### src/rtl/pdua_mem_pkg.sv
// rtl/pdua_mem_pkg.sv - shared encodings for the PDUA memory-port sequencer
package pdua_mem_pkg;

    localparam int WCNT_W = 4;

    typedef enum logic [1:0] {
        IDLE   = 2'd0,
        LOAD   = 2'd1,
        ACCESS = 2'd2,
        DONE   = 2'd3
    } state_e;

    localparam logic GNT_F = 1'b0;
    localparam logic GNT_D = 1'b1;

endpackage

### src/rtl/mar_bus_arbiter_rr_arb2.sv
// rtl/mar_bus_arbiter_rr_arb2.sv - two-way round-robin arbiter with advance handshake
module rr_arb2
    import pdua_mem_pkg::*;
(
    input  logic clk,
    input  logic rst,
    input  logic req_f,
    input  logic req_d,
    input  logic advance,
    output logic gnt_valid,
    output logic gnt_id
);

    logic ptr_q;
    logic ptr_d;

    // Grant follows the lone requester; on contention the pointer decides.
    // The pointer only moves when the caller accepts the grant.
    always_comb begin
        gnt_valid = req_f | req_d;
        if (req_f && req_d) begin
            gnt_id = ptr_q;
        end else if (req_d) begin
            gnt_id = GNT_D;
        end else begin
            gnt_id = GNT_F;
        end
        ptr_d = ptr_q;
        if (advance && gnt_valid) begin
            ptr_d = ~gnt_id;
        end
    end

    // Pointer register; reset favours the fetch side.
    always_ff @(posedge clk or posedge rst) begin
        if (rst) begin
            ptr_q <= GNT_F;
        end else begin
            ptr_q <= ptr_d;
        end
    end

endmodule

### src/rtl/mar_bus_arbiter.sv
// rtl/mar_bus_arbiter.sv - MAR and memory strobe sequencer shared by fetch and data ports
module mar_bus_arbiter
    import pdua_mem_pkg::*;
#(
    parameter int ADDR_WIDTH  = 8,
    parameter int DATA_WIDTH  = 8,
    parameter int WAIT_STATES = 1
) (
    input  logic                  clk,
    input  logic                  rst,
    input  logic                  soft_clr,
    input  logic                  f_req,
    input  logic [ADDR_WIDTH-1:0] f_addr,
    output logic                  f_done,
    input  logic                  d_req,
    input  logic                  d_we,
    input  logic [ADDR_WIDTH-1:0] d_addr,
    input  logic [DATA_WIDTH-1:0] d_wdata,
    output logic                  d_done,
    output logic [DATA_WIDTH-1:0] rdata,
    output logic                  mar_ena,
    output logic                  mar_sclr,
    output logic [ADDR_WIDTH-1:0] mar_d,
    output logic                  mem_rd,
    output logic                  mem_wr,
    output logic [DATA_WIDTH-1:0] mem_wdata,
    input  logic [DATA_WIDTH-1:0] mem_rdata
);

    localparam logic [WCNT_W-1:0] WS_INIT  = WCNT_W'(WAIT_STATES);
    localparam logic [WCNT_W-1:0] WCNT_ONE = WCNT_W'(1);

    state_e                state_q, state_d;
    logic [WCNT_W-1:0]     wcnt_q, wcnt_d;
    logic                  gnt_q, gnt_d;
    logic                  we_q, we_d;
    logic [DATA_WIDTH-1:0] wdata_q, wdata_d;
    logic [DATA_WIDTH-1:0] rdata_q, rdata_d;

    logic arb_valid;
    logic arb_id;
    logic arb_advance;

    rr_arb2 u_arb (
        .clk       (clk),
        .rst       (rst),
        .req_f     (f_req),
        .req_d     (d_req),
        .advance   (arb_advance),
        .gnt_valid (arb_valid),
        .gnt_id    (arb_id)
    );

    // State and datapath latches; async reset returns everything to idle/zero.
    always_ff @(posedge clk or posedge rst) begin
        if (rst) begin
            state_q <= IDLE;
            wcnt_q  <= '0;
            gnt_q   <= GNT_F;
            we_q    <= 1'b0;
            wdata_q <= '0;
            rdata_q <= '0;
        end else begin
            state_q <= state_d;
            wcnt_q  <= wcnt_d;
            gnt_q   <= gnt_d;
            we_q    <= we_d;
            wdata_q <= wdata_d;
            rdata_q <= rdata_d;
        end
    end

    // Next-state logic; soft_clr aborts from any state without touching pointer or rdata.
    always_comb begin
        state_d     = state_q;
        wcnt_d      = wcnt_q;
        gnt_d       = gnt_q;
        we_d        = we_q;
        wdata_d     = wdata_q;
        rdata_d     = rdata_q;
        arb_advance = 1'b0;
        if (soft_clr) begin
            state_d = IDLE;
        end else begin
            case (state_q)
                IDLE: begin
                    if (arb_valid) begin
                        gnt_d       = arb_id;
                        arb_advance = 1'b1;
                        state_d     = LOAD;
                    end
                end
                LOAD: begin
                    // Fetches are always reads, whatever d_we happens to be.
                    we_d    = (gnt_q == GNT_D) && d_we;
                    wdata_d = d_wdata;
                    wcnt_d  = WS_INIT;
                    state_d = ACCESS;
                end
                ACCESS: begin
                    if (wcnt_q == '0) begin
                        if (!we_q) begin
                            rdata_d = mem_rdata;
                        end
                        state_d = DONE;
                    end else begin
                        wcnt_d = wcnt_q - WCNT_ONE;
                    end
                end
                DONE: begin
                    state_d = IDLE;
                end
                default: begin
                    state_d = IDLE;
                end
            endcase
        end
    end

    // Output decodes from registered state; request inputs never reach the strobes.
    always_comb begin
        mar_ena   = (state_q == LOAD) && !soft_clr;
        mar_sclr  = soft_clr && !rst;
        mar_d     = '0;
        if (state_q == LOAD) begin
            mar_d = (gnt_q == GNT_D) ? d_addr : f_addr;
        end
        mem_rd    = (state_q == ACCESS) && !we_q;
        mem_wr    = (state_q == ACCESS) && we_q;
        mem_wdata = mem_wr ? wdata_q : '0;
        f_done    = (state_q == DONE) && !soft_clr && (gnt_q == GNT_F);
        d_done    = (state_q == DONE) && !soft_clr && (gnt_q == GNT_D);
        rdata     = rdata_q;
    end

endmodule
### config.mk
export PLATFORM = sky130hd
export DESIGN_NAME = mar_bus_arbiter
export DESIGN_NICKNAME = d
export VERILOG_FILES = /design/src/rtl/pdua_mem_pkg.sv /design/src/rtl/mar_bus_arbiter_rr_arb2.sv /design/src/rtl/mar_bus_arbiter.sv
export SDC_FILE = /design/constraint.sdc
export NUM_CORES = 1
export LEC_CHECK = 0
export CAP_MARGIN = 15
export CORE_MARGIN = 10
export CORE_UTILIZATION = 40
export CTS_CLUSTER_DIAMETER = 150
export CTS_CLUSTER_SIZE = 16
export DETAILED_ROUTE_END_ITERATION = 7
export PLACE_DENSITY_LB_ADDON = 0.05
export SETUP_SLACK_MARGIN = 0.3
export SLEW_MARGIN = 40
export SYNTH_ARGS = -nofsm -noshare
export SYNTH_HDL_FRONTEND = slang
export SYNTH_HIERARCHICAL = 1
export SYNTH_SLANG_ARGS = --single-unit
### constraint.sdc
create_clock -name clk -period 1.9 [get_ports clk]
set_input_delay 0.38 -clock clk [delete_from_list [all_inputs] [get_ports clk]]
set_output_delay 0.38 -clock clk [all_outputs]
set_load 0.005 [all_outputs]
==> reports/qor.yml, run 1 <==
clock_path_buffers: 2
fmax_mhz: 513.7
first_pass_iters: 7
placementRows: 21
slew_headroom_pct: 75.55
drc_errors: 0
worstSkewPairLatency_ps: 310
dieArea_sq_um: 6204
finalSetupViolCount: 5
drive_above_1_share_pct: 48.17
synth_warnings: 6
clock-root-buffer: "clkbuf_4"
syn_inst: 121
cp_data_arrival_time_ps: 1570
final_cell_mix: "clkdlybuf4s50_1, buf_6, dfrtp_1, buf_4, buf_2"
numCtsBuffers: 3
outcome: "finished with violations"
syn_area_sq_um: 1381
overflow: 0
fin_nets: 264
hold_buffers: 0
finalCritPeriodShare_pct: 102.5
failed_checks: "setup timing"
regArea_sq_um: 626.9
startpoint_type: "flop"
grt_pass1_wl_um: 6762
wl_per_cell_um: 17.52
slew_violations: 0
maxCapViolCount: 0
clkSlewWorstSetupHoldPaths_ps: 130
placed_cells: 238
grt_usage_pct: 13.39
syn_area_per_cell_sq_um: 11.42
path_max_fanout: 4
antenna_left: 0
end_kind: "primary output"
detail_route.vias_per_cell: 4.932
io_pins: 68
diodes: 0
start_util_pct: 41.39
synth-seq-cells: 25
clock-sinks: 25
final_cells: 264
drt_iter0_markers: 75
nFillCells: 225
core-area_sq_um: 3337
die_w_um: 78.77
antenna_found_initial: 0
grt_max_degree: 25
fin_worst_skew_ps: 5.458
dr_total_vias: 1302
cts_tree: "built"
tightestPinTransition_ps: 366.7
dieHeight_um: 78.77
min_path_type: "primary input to asynchronous set/reset pin"
crit_type: "flop to primary output"
grt_pass1_vias: 1352
multiInputGateArea_sq_um: 923.4
synth_cell_types: 31
rsz0062_at_grt: "true"
finalCriticalPeriod_ps: 1947
place_congestion: 0.8452
p_leak_nw: 1.327
ir_drop_mv: 0.7714
setup_ws_ps: -46.63
power_density_nw_per_um2: 1163
final_common_cell: "clkdlybuf4s50_1"
worstPathRequired_ps: 1520
routed_wl_um: 4625
hold_violations: 0
ys_seq_area_share_pct: 45.29
post-route-util_pct: 77.65
dp_hpwl_um: 3003
numPortBuffers: 67
area_delta_synth_final_pct: 87.59
cts_max_level: 1
synth_fp_nets: 166
[per-stage QoR]
stage	power [mW]	setup TNS (ps)	worst slack, ps	hold slack, ps	area [sq um]
floorplan	1.522	0	339.8	108.7	1381
global route	3.208	-721.8	-117.6	236.3	2591
global placement	2.060	-401.5	-113.2	469.8	2152
CTS	2.693	-44.22	-38.20	233.3	2367
finish	3.013	-116.2	-46.63	254.4	2591
detailed placement	2.112	-657.3	-111.7	475.0	2152
[report_power, final]
part	internal, mW	leakage, nW	switching (mW)
clock	0.0787	0.0177	0.152
combinational	1.15	0.993	0.684
sequential	0.743	0.316	0.202
[final timing paths]
kind	from	to	slack [ps]	cells past startpoint
max in group asynchronous	rst	gnt_q	1170	3
min	rst	u_arb/ptr_q	250	2
min in group clk	u_arb/ptr_q	u_arb/ptr_q	490	1
max reg2reg	state_q[1]	rdata[0]	50	8
min reg2reg	u_arb/ptr_q	u_arb/ptr_q	490	1
max	state_q[1]	mem_rd	-50	6
[synthesized netlist by cell type (all sizes together)]
cell type | instances | area, sq um
dfrtp | 25 | 625.6
and2b | 2 | 16.27
nor3b | 1 | 7.510
ha | 7 | 87.58
nand4 | 2 | 27.53
o311a | 1 | 10.01
a21boi | 1 | 7.510
nor2b | 10 | 62.56
or3b | 1 | 8.760
or2 | 1 | 6.260
o22ai | 1 | 6.260
a21oi | 3 | 15.01
or4 | 1 | 7.510
mux2 | 18 | 202.7
buf | 2 | 10.01
or3 | 1 | 6.260
nand3 | 1 | 5.000
nand2b | 1 | 6.260
o21ai | 4 | 20.02
a31oi | 2 | 12.51
o211a | 1 | 10.01
mux2i | 9 | 90.09
or2b | 1 | 8.760
clkbuf | 2 | 7.510
inv | 9 | 33.78
and3 | 10 | 62.56
nand2 | 1 | 3.750
nor2 | 2 | 7.510
and2 | 1 | 6.260
[per-layer routing]
metal  vias to the layer above  wire length, um  track usage [%]
met1                       623             1952            15.57
met4                         0               40            3.763
met2                        56             2324            23.36
met3                         6              308            3.941
li1                        617                -                -
met5                         -                0                0
[kinds of logic (layout without fill, tap and decap cells)]
kind of cell    Yosys count  count (layout)  share of synthesized area, %
simple gates             36              36                         17.57
buf+inv                  13             110                         3.714
compound gates           13              13                         5.888
fa+ha+maj                 7               7                         6.340
flops                    25              25                         45.29
mux                      27              27                         21.20
[worst max-delay path, cell delays in order (launching register included)]
cell	delay, ps
dfrtp_1	430
buf_6	130
ha_4	150
buf_6	120
buf_6	110
and2b_2	200
buf_6	120
[sequential cells by signal, indices dropped and copies added (netlist names)]
signal       flops
rdata            8
we_q             1
wcnt_q           4
u_arb/ptr_q      1
wdata_q          8
gnt_q            1
state_q          2
[area by class of cell]
cell class	count	share of cell area (%)
clock buffer	3	0.8691
clock inverter	1	0.1931
inverter	9	1.400
multi-input combinational	83	35.63
sequential	25	24.19
tap	46	2.221
timing repair buffer	97	35.49
[what timing repair did]
action,4_1_cts,5_1_grt
resized for setup,139,36
buffers inserted,11,11
endpoints found under the setup margin,40,42
pin swaps,4,5
No activity file was read; power rests on OpenSTA's default activity.
==> inputs of run 2 (changes only) <==
Settings changed: TNS_END_PERCENT set to 5.
==> run 2 against run 1 <==
The run still ends with setup timing left. Register-to-register slack improved by 30 ps. Setup slack gained 26 ps. Sequential cell count unchanged. Cell area is 6.0% lower. Sequential power down 2%. Hold slack barely moved. Clock-buffer cell count unchanged. Utilization down 4.6 points. Global-route usage down 0.77 points. Via count is 5.8% lower.
==> reports/qor.yml, run 2 (synthesis results as in run 1) <==
drc_errors: 0  # unchanged
finalSetupViolCount: 3  # -2
failed_checks: "setup timing"
rsz0062_at_grt: "true"
clock_path_buffers: 2  # unchanged
routed_wl_um: 4226  # -8.6%
hold_violations: 0  # unchanged
cts_max_level: 1  # unchanged
p_leak_nw: 1.314  # -0.95%
setup_ws_ps: -20.68  # +25.95 ps
placementRows: 21  # unchanged
slew_violations: 0  # unchanged
antenna_found_initial: 0  # unchanged
die_w_um: 78.77  # unchanged
multiInputGateArea_sq_um: 910.9  # -1.4%
tightestPinTransition_ps: 349.0  # -17.71 ps
path_max_fanout: 3  # -1
regArea_sq_um: 626.9  # unchanged
antenna_left: 0  # unchanged
start_util_pct: 41.39  # unchanged
dieArea_sq_um: 6204  # unchanged
place_ws_ps: -111.7  # unchanged
numCtsBuffers: 3  # unchanged
fmax_mhz: 520.7  # +1.4%
grt_max_degree: 25  # unchanged
cts_tree: "built"
grt_usage_pct: 12.62  # -0.77 points
first_pass_iters: 4  # -3
grt_pass1_vias: 1272  # -5.9%
ir_drop_mv: 0.8408  # +9.0%
dp_hpwl_um: 3003  # unchanged
dr_total_vias: 1226  # -5.8%
diodes: 0  # unchanged
hold_buffers: 0  # unchanged
fin_worst_skew_ps: 8.073  # +2.615 ps
final_common_cell: "clkdlybuf4s50_1"
finalCritPeriodShare_pct: 101.1  # -1.4 points
setup-tns-final_ps: -31.23  # +84.94 ps
startpoint_type: "flop"
finalCriticalPeriod_ps: 1921  # -25.95 ps
cp_data_arrival_time_ps: 1540  # -30 ps
area_delta_synth_final_pct: 76.36
fin_nets: 253  # -4.2%
outcome: "finished with violations"
worstSkewPairLatency_ps: 310  # about the same
worstPathRequired_ps: 1520  # about the same
maxCapViolCount: 0  # unchanged
drive_above_1_share_pct: 42.03  # -6.1 points
wl_per_cell_um: 16.70  # -4.7%
core-area_sq_um: 3337  # unchanged
timing.hold.ws_ps: 254.5  # +0.1050 ps
nFillCells: 251  # +12%
clock-sinks: 25  # unchanged
clock-root-buffer: "clkbuf_4"
grt_pass1_wl_um: 6410  # -5.2%
clkSlewWorstSetupHoldPaths_ps: 130  # about the same
crit_type: "flop to primary output"
dieHeight_um: 78.77  # unchanged
power_density_nw_per_um2: 1160  # -0.28%
min_path_type: "primary input to asynchronous set/reset pin"
place_congestion: 0.8452  # unchanged
end_kind: "primary output"
final_cell_mix: "clkdlybuf4s50_1, dfrtp_1, buf_2, mux2_4, buf_4"
drt_iter0_markers: 68  # -9.3%
overflow: 0  # unchanged
numPortBuffers: 67  # unchanged
detail_route.vias_per_cell: 4.846  # -1.7%
slew_headroom_pct: 76.65  # +1.1 points
io_pins: 68  # unchanged
==> run 2: final cells by class <==
cell class,instances,share of cell area (%)
multi-input cells,83,37.39
repair buffers,86,31.79
flip-flops and latches,25,25.73
well taps,46,2.363
inverters,9,1.592
clock buffers,3,0.9245
clock inverters,1,0.2054
==> run 2: path summary, 6_finish.rpt <==
path	cells past startpoint	slack [ps]	start	end
min in group clk	1	520	wdata_q[6]	wdata_q[6]
worst max-delay path	6	-20	state_q[1]	mem_rd
max in group asynchronous	3	1170	rst	gnt_q
worst min register to register	1	520	wdata_q[6]	wdata_q[6]
worst max register to register	8	80	state_q[1]	rdata[7]
worst min-delay path	2	250	rst	u_arb/ptr_q
==> run 2: through the flow <==
stage	utilization, %	cell area (sq um)	instances	power [mW]
final	73.00	2436	253	2.825
after global routing	73.00	2436	253	3.031
after CTS	67.30	2246	249	2.549
after detailed placement	64.49	2152	238	2.112
after global placement	64.49	2152	238	2.060
after floorplan	-	1381	121	1.522
==> run 2: power breakdown <==
part           switching [mW]  internal, mW  total, mW
Clock                   0.154        0.0786      0.233
Sequential              0.183         0.743      0.926
Combinational           0.626          1.04       1.67
==> run 2: what timing repair did <==
item	CTS	global route
endpoints found under the setup margin	40	49
resized for setup	119	41
setup buffers	7	4
pin swaps	3	7
==> run 2: layer usage <==
metal	routed length, um	vias up	global-route usage [%]
li1	-	593	-
met1	1936	580	15.17
met2	1969	51	21.46
met3	296	2	3.829
met4	23	0	3.226
met5	0	-	0
==> run 2: worst max-delay path: stages, from the launching register on <==
cell,delay [ps]
dfrtp_1,410
buf_6,120
ha_4,160
buf_6,120
buf_6,100
and2b_2,200
buf_6,120
==> inputs of run 3 (changes only) <==
Settings changed: CORE_MARGIN 10 to unset.
==> run 3 against run 2 <==
The run still ends with setup timing left. Sequential power is 2.6% higher. Via count is 0.41% lower. Global-route usage is 9.3 points higher. Sequential cell count stayed put. Clock power is 6% higher. Clock skew is 3.5 ps higher. First-iteration DRC count is 76% lower. Combinational power is 11% lower. Routed wire length is 7.0% lower. Register-to-register slack better by 20 ps. Sequential share of layout area is 1.0 points higher.
==> reports/qor.yml, run 3 (synthesis results as in run 1) <==
startpoint_type: "flop"
ir_drop_mv: 0.6744  # -20%
min_path_type: "primary input to asynchronous set/reset pin"
drt_iter0_markers: 16  # -76%
antenna_left: 0  # unchanged
p_leak_nw: 1.269  # -3.4%
worstPathRequired_ps: 1520  # about the same
place_ws_ps: -113.6  # -1.838 ps
drive_above_1_share_pct: 37.93  # -4.1 points
grt_max_degree: 25  # unchanged
hold_buffers: 0  # unchanged
wl_per_cell_um: 15.91  # -4.7%
final_common_cell: "clkdlybuf4s50_1"
finalSetupViolCount: 1  # -2
final_cells: 247  # -2.4%
place_congestion: 0.7279  # -14%
diodes: 0  # unchanged
end_kind: "primary output"
area_delta_synth_final_pct: 69.66
final_cell_area_sq_um: 2344  # -3.8%
hold_violations: 0  # unchanged
antenna_found_initial: 0  # unchanged
cpMostUsedCell: "buf_6"
dieArea_sq_um: 3692  # -40%
tightestPinTransition_ps: 420.1  # +71.05 ps
cp_slowest_cell: "dfrtp_1"
rsz0062_at_grt: "true"
setup_ws_ps: -23.98  # -3.299 ps
worstSkewPairLatency_ps: 330  # +20 ps
maxCapViolCount: 0  # unchanged
slew_violations: 0  # unchanged
first_pass_iters: 4  # unchanged
dieHeight_um: 60.77  # -23%
clock_path_buffers: 2  # unchanged
placed_cell_area_sq_um: 2150  # -0.12%
routed_wl_um: 3930  # -7.0%
clkSlewWorstSetupHoldPaths_ps: 130  # about the same
numPortBuffers: 67  # unchanged
dr_total_vias: 1221  # -0.41%
path_max_fanout: 5  # +2
outcome: "finished with violations"
placed_cells: 236  # -0.84%
cts_tree: "built"
cp_data_arrival_time_ps: 1540  # about the same
numCtsBuffers: 3  # unchanged
fmax_mhz: 519.8  # -0.17%
grt_pass1_vias: 1295  # +1.8%
cts_max_level: 1  # unchanged
failed_checks: "setup timing"
grt_usage_pct: 21.94  # +9.3 points
final_cell_mix: "clkdlybuf4s50_1, dfrtp_1, buf_2, and3_1"
io_pins: 68  # unchanged
critical_path.cell_chain: "buf_6 -> ha_4 -> buf_6 -> and2b_2 -> buf_2"
slew_headroom_pct: 71.89  # -4.8 points
overflow: 0  # unchanged
clock-sinks: 25  # unchanged
grt_pass1_wl_um: 5837  # -8.9%
finalCriticalPeriod_ps: 1924  # +3.299 ps
drc_errors: 0  # unchanged
placementRows: 20  # -4.8%
start_util_pct: 43.81  # +2.4 points
fin_worst_skew_ps: 11.57  # +3.493 ps
dp_hpwl_um: 2760  # -8.1%
core-area_sq_um: 3153  # -5.5%
power_density_nw_per_um2: 1148  # -1.0%
fin_nets: 249  # -1.6%
die_w_um: 60.77  # -23%
crit_type: "flop to primary output"
clock-root-buffer: "clkbuf_4"
detail_route.vias_per_cell: 4.943  # +2.0%
finalCritPeriodShare_pct: 101.3  # +0.17 points
slowest_delay_ps: 470  # +60 ps
run 3: cell types whose count changed in the layout (fill, tap and decap cells not counted), moves of 3 or more:
cell,change
buf_2,-3
buf_4,-4
mux2_4,-8
mux2_2,+8
clkbuf_2,+4
run 3: final timing paths:
check,from,endpoint,slack (ps),cells after the start
max,state_q[1],mem_rd,-20,5
max in group asynchronous,rst,gnt_q,1200,3
min,rst,u_arb/ptr_q,240,2
min reg2reg,u_arb/ptr_q,u_arb/ptr_q,510,1
min in group clk,u_arb/ptr_q,u_arb/ptr_q,510,1
max reg2reg,state_q[1],rdata[6],100,7
run 3: report_power, final:
group	total [mW]	switching (mW)	internal, mW
logic	1.49	0.580	0.914
clock network	0.247	0.166	0.0806
registers	0.950	0.207	0.743
total	2.69	0.953	1.74
run 3: area by class of cell:
class / count / area (sq um)
clock buffer: 3 / 22.52
clock inverter: 1 / 7.507
fill: 231 / 809.5
inverter: 9 / 38.79
multi-input combinational: 83 / 857.1
sequential: 25 / 626.9
tap: 44 / 55.05
timing repair buffer: 82 / 735.7
run 3: repair_timing:
action | CTS | global route
endpoints found under the hold margin | 0 | 0
pin swaps | 1 | 5
setup endpoints to repair | 44 | 52
resized for setup | 86 | 49
buffers inserted | 7 | 0
run 3: per-stage QoR:
step | power (mW) | utilization [%] | TNS [ps] | hold slack (ps)
after detailed placement | 2.117 | 68.17 | -669.9 | 479.6
after global routing | 2.864 | 74.33 | -641.5 | 233.8
final | 2.690 | 74.33 | -23.98 | 238.6
after global placement | 2.051 | 68.17 | -380.4 | 463.3
after CTS | 2.483 | 70.28 | 0 | 239.8
after floorplan | 1.522 | - | 0 | 108.7
run 3: per-layer routing:
metal,GRT usage [%],up-vias,part of all wire (%)
li1,-,590,-
met1,22.96,599,38
met2,43.01,28,57
met3,5.117,4,3.6
met4,6.494,0,0.79
met5,0,-,0
run 3: worst max-delay path: cells and delay by family (launching register included):
family / cells / cell delay (ps)
DFF: 1 / 470
buffers and inverters: 3 / 400
and+or+nand+nor: 1 / 190
adders and majority gates: 1 / 170
